**src/rtl/branch_pc_unit.sv**
```systemverilog
// Fetch PC sequencer with a 2-bit saturating branch history table.
// Commit-time mispredicts redirect the PC, raise a registered flush and bump a saturating counter.
module branch_pc_unit #(
  parameter int unsigned XLEN = 32,
  parameter int unsigned BHT_ENTRIES = 64,
  parameter logic [XLEN-1:0] RESET_PC = '0,
  parameter int unsigned CNT_W = 16
) (
  input  logic             clk,
  input  logic             rst,
  input  logic             queue_full,
  input  logic [31:0]      fetch_instr,
  input  logic             fetch_branch,
  input  logic             fetch_jump,
  input  logic             commit_valid,
  input  logic             commit_is_branch,
  input  logic [XLEN-1:0]  commit_pc,
  input  logic [XLEN-1:0]  commit_imm_se,
  input  logic             commit_pred_taken,
  input  logic             commit_actual_taken,
  output logic [XLEN-1:0]  pc,
  output logic             predict_taken,
  output logic             mispredict_flush,
  output logic [CNT_W-1:0] mispredict_count
);

  localparam int unsigned IDX_W = $clog2(BHT_ENTRIES);
  localparam int unsigned B_W   = 13;
  localparam int unsigned J_W   = 21;

  logic [1:0]      bht [BHT_ENTRIES];
  logic [IDX_W-1:0] fetch_idx;
  logic [IDX_W-1:0] commit_idx;
  logic [1:0]      commit_ctr;
  logic            bht_update;
  logic            mis;
  logic [XLEN-1:0] b_imm;
  logic [XLEN-1:0] j_imm;
  logic [XLEN-1:0] pc_next;
  logic            unused_opcode;

  assign fetch_idx     = pc[IDX_W+1:2];
  assign commit_idx    = commit_pc[IDX_W+1:2];
  assign commit_ctr    = bht[commit_idx];
  assign bht_update    = commit_valid & commit_is_branch;
  assign mis           = bht_update & (commit_pred_taken ^ commit_actual_taken);
  assign predict_taken = fetch_branch & bht[fetch_idx][1];
  assign unused_opcode = ^fetch_instr[6:0];

  assign b_imm = {{(XLEN-B_W){fetch_instr[31]}}, fetch_instr[31], fetch_instr[7],
                  fetch_instr[30:25], fetch_instr[11:8], 1'b0};
  assign j_imm = {{(XLEN-J_W){fetch_instr[31]}}, fetch_instr[31], fetch_instr[19:12],
                  fetch_instr[20], fetch_instr[30:21], 1'b0};

  // Commit redirects outrank a stall; fetch-side targets only apply when not stalled.
  always_comb begin
    pc_next = pc + XLEN'(4);
    if (mis && commit_actual_taken) begin
      pc_next = commit_pc + commit_imm_se;
    end else if (mis) begin
      pc_next = commit_pc + XLEN'(4);
    end else if (queue_full) begin
      pc_next = pc;
    end else if (predict_taken) begin
      pc_next = pc + b_imm;
    end else if (fetch_jump) begin
      pc_next = pc + j_imm;
    end
  end

  always_ff @(posedge clk or posedge rst) begin
    if (rst) begin
      pc               <= RESET_PC;
      mispredict_flush <= 1'b0;
      mispredict_count <= '0;
    end else begin
      pc               <= pc_next;
      mispredict_flush <= mis;
      if (mis && (mispredict_count != {CNT_W{1'b1}})) begin
        mispredict_count <= mispredict_count + CNT_W'(1);
      end
    end
  end

  // Training happens only at commit; fetch reads in the same cycle see the old value.
  always_ff @(posedge clk or posedge rst) begin
    if (rst) begin
      for (int i = 0; i < int'(BHT_ENTRIES); i++) begin
        bht[i] <= 2'b01;
      end
    end else if (bht_update) begin
      if (commit_actual_taken && (commit_ctr != 2'b11)) begin
        bht[commit_idx] <= commit_ctr + 2'd1;
      end else if (!commit_actual_taken && (commit_ctr != 2'b00)) begin
        bht[commit_idx] <= commit_ctr - 2'd1;
      end
    end
  end

endmodule

```
**config.mk**
```make
export PLATFORM = sky130hd
export DESIGN_NAME = branch_pc_unit
export DESIGN_NICKNAME = d
export VERILOG_FILES = /design/src/rtl/branch_pc_unit.sv
export SDC_FILE = /design/constraint.sdc
export NUM_CORES = 1
export LEC_CHECK = 0
export ABC_AREA = 1
export BUFFER_PORTS_ARGS = -buffer_cell sky130_fd_sc_hd__buf_2
export CORE_ASPECT_RATIO = 0.8
export CORE_MARGIN = 2
export CORE_UTILIZATION = 45
export DETAILED_ROUTE_END_ITERATION = 7
export PLACE_DENSITY = 0.63
export SKIP_CTS_REPAIR_TIMING = 1
export SLEW_MARGIN = 5
export SYNTH_ARGS = -nofsm -noshare
export SYNTH_HDL_FRONTEND = slang
export SYNTH_SLANG_ARGS = --single-unit
```
**constraint.sdc**
```tcl
create_clock -name clk -period 6.8 [get_ports clk]
set_input_delay 0.68 -clock clk [delete_from_list [all_inputs] [get_ports clk]]
set_output_delay 0.68 -clock clk [all_outputs]
set_load 0.02 [all_outputs]
```
==> results.txt <==
The run finished with clean final reports. The part of the power in registers is 25.4%. The largest voltage drop on the vdd net is 0.000245 V. Based on the critical path, the design can be clocked at up to 0.196 GHz. The share of total power in combinational logic came out at 58.7%.

The number of iterations in the first detailed-routing pass came out at 8. The largest net degree at the start of global routing is 113. The initial antenna violation count is 1.

STA classifies the critical path endpoint as a register. The number of distinct library cells after synthesis is 59. The post-synthesis sequential element count came out at 177.

The overall fraction of global-route tracks in use is 32.9%. The count of yosys warnings during synthesis is 0. The max-slew violation count is 0.

The final instance area is 18,200 µm². The number of filler instances in the final layout came out at 3,797. The die span in x came out at 218 µm. Compared with the post-synthesis result, the final layout area differs by 10.4%.

The combined flip-flop and latch cell area came out at 4510 µm². The floorplan step defined a die boundary enclosing 38,200 µm². The number of CTS-inserted buffers came out at 17. TritonCTS built the clock tree. The wire length reported by the detailed router came out at 63,100 µm. The number of input and output port buffers inserted is 147. At the placement stage, the worst setup path has a slack of 1.44 ns. The internal power of the cells totals 2.87 mW. The fraction of the cycle the final worst path needs is 75.1%. The H-tree depth is 4. The worst path meets setup with 1.69 ns of slack. Headroom to the max-slew limit came out at 20.2%. The number of global-route vias before repair is 16,761.

The total standard cell area after synthesis came out at 16,500 µm². The aggregate negative setup slack is 0 ns. The top cell type by total area after synthesis is dfrtp_1. The combined area of the multi-input logic cells came out at 10,300 µm². The total number of placement rows is 62. The shortest period the worst path allows came out at 5.11 ns.

For this run, design rule violations remaining after detail routing come to 0. The async set-or-reset flop fraction in the synthesized netlist is 100%. Dividing total power by cell area gives a power density of 346 nW/µm².

The starting density of the core came out at 45.8%. The violation count after the first detailed-route iteration came out at 2,335. Detailed placement ended at an HPWL of 48,400 µm. After the last flow step, the layout net total stands at 2,907. The library cell used most frequently in the layout, excluding fill and tap cells, is nand2_1. After synthesis, the mean cell area works out to 6.33 µm². The post-synthesis net count is 2,791. The total overflow left after global routing is 0. The detailed-route via count is 18,419. The data required time of the worst path came out at 7.15 ns.

Clock-pin slew was measured on the worst setup and hold paths at 0.08 ns. The clock network is responsible for 15.9% of the overall power. In this run the power spent charging and discharging nets is 3.44 mW. The most used flip-flop cell after synthesis is dfrtp_1. The path class of the tightest hold or removal check is in -> async. The proportion of layout cells with a drive suffix above 1 is 12.0%. The share of the synthesized area in the top cell type is 17.1%.

After synthesis, the cell types taking the most area are dfrtp_1 (17%), nand2_1 (17%), dfstp_2 (10%), inv_1 (7.5%), nand3_1 (6.9%). The core region is 36,000 µm². In this run the deepest clock path goes through 2 buffers. In the layout the commonest cells are nand2_1 (746), inv_1 (327), nor2_1 (264).

The total cell area at the placement stage came out at 17,600 µm². The routed wirelength normalized by instance count came out at 19.6 µm. The worst-skew pair later-pin latency came out at 0.46 ns. Setup violations remaining at the end of the flow were counted as 0. The first-pass GRT wire length is 96,800 µm. Dividing the detail-routed via count by the number of cells gives 5.73. The gate count after technology mapping is 2,604. The congestion estimate from routability-driven global placement came to 0.991. The switching power share of the total is 54.6%. The slew of the pin with the lowest slew margin came out at 1.20 ns. The arrival time of data at the critical path endpoint is 5.46 ns. The number of maximum-capacitance violations came out at 0. The number of endpoints with negative hold slack in the final report is 0. Sequential elements use 27.3% of the synthesized area.

The static leakage came out at 8.67 nW. The launching element type of the critical path is an input pin. The library cell used as clock root buffer is clkbuf_16. The number of cells on the worst reg-to-reg path is 17.

The CTS sink count came out at 177. On the final layout, the worst clock skew is 0.0173 ns. The number of enable-type register cells in the synthesized netlist is 0.

The worst setup path is of the in -> reg kind. The I/O pin total is 155. The highest net fanout along the worst path came out at 16. Setup repair after global routing left no endpoint under its margin. The y dimension of the die came out at 175 µm.

The number of nets still failing antenna checks after routing came out at 0.
==> stage by stage <==
step | instances | total power, mW | util [%] | hold slack [ns]
floorplan | 2604 | 3.95 | - | 0.449
global placement | 3181 | 5.13 | 48.9 | 0.461
detailed placement | 3181 | 5.16 | 48.9 | 0.467
CTS | 3213 | 6.18 | 50.6 | 0.467
global route | 3213 | 6.73 | 50.6 | 0.489
finish | 3215 | 6.31 | 50.6 | 0.429
==> worst max-delay path, stage by stage <==
cell     delay [ns]
buf_2          0.16
inv_2          0.15
nor2_2         0.06
buf_4          0.20
inv_1          0.49
o22ai_1        0.13
or2_1          0.23
o31ai_1        0.49
nand2_1        0.12
nor2_1         0.15
nand2_2        0.26
ha_1           0.29
or2_2          0.30
a21oi_2        0.13
buf_4          0.27
inv_2          0.14
nor2_1         0.41
inv_1          0.29
nor2_1         0.25
nand2_1        0.08
o21a_1         0.13
==> logic make-up (layout without fill, tap and decap cells) <==
group	count (synthesis)	after routing	synth area share (%)
AOI/OAI and AO/OA	507	507	18.0
xor gates and xnor gates	65	65	3.45
adders and majority gates	82	82	6.36
buffers and inverters	409	538	10.1
DFF	177	177	27.3
muxes	2	2	0.121
other	0	2	0
and+or+nand+nor	1362	1362	34.7
==> power by group through the flow <==
stage	registers [mW]	logic (mW)	clock network (mW)
after floorplan	1.58	2.37	0
after global placement	1.59	3.54	0
after detailed placement	1.60	3.56	0
after CTS	1.58	3.58	1.02
after global routing	1.62	4.06	1.05
final	1.60	3.70	1.00
==> path summary, 6_finish.rpt <==
check	from	to	slack (ns)
hold reg to reg	register	register	0.48
setup reg to reg	pc[2]$_DFFE_PP0P_	pc[21]$_DFFE_PP0P_	2.50
min in group clk	commit_pc[0]	pc[0]$_DFFE_PP0P_	0.47
hold / removal	rst	bht[9]$_DFFE_PP0P_	0.43
setup / recovery	commit_pc[2]	bht[69]$_DFFE_PP0P_	1.69
max in group asynchronous	rst	mispredict_flush$_DFF_PP0_	4.83
==> per-layer routing <==
layer,part of all wire [%],track usage (%),up-vias
met5,0.021,0,-
li1,-,-,8834
met1,48,52.5,8529
met2,38,44.1,966
met3,11,6.82,88
met4,2.0,7.99,2
==> final cells by class <==
type	count	area share [%]
well taps	480	3.30
multi-input cells	2018	56.7
flip-flops and latches	177	24.8
clock inverters	14	0.921
inverters	340	7.04
clock buffers	18	2.41
diodes	2	0.0275
repair buffers	166	4.82
==> cells in the mapped netlist, types with 29 or more instances <==
| cell | n |
|---|---|
| clkbuf_1 | 29 |
| o21ai_0 | 183 |
| nor2_1 | 264 |
| dfstp_2 | 64 |
| nand3_1 | 227 |
| xor2_1 | 45 |
| a21oi_1 | 143 |
| dfrtp_1 | 113 |
| inv_1 | 328 |
| nand4_1 | 35 |
| nor3_1 | 41 |
| nand2_1 | 746 |
| ha_1 | 79 |
Note: power is estimated with default switching activity, not from simulation.
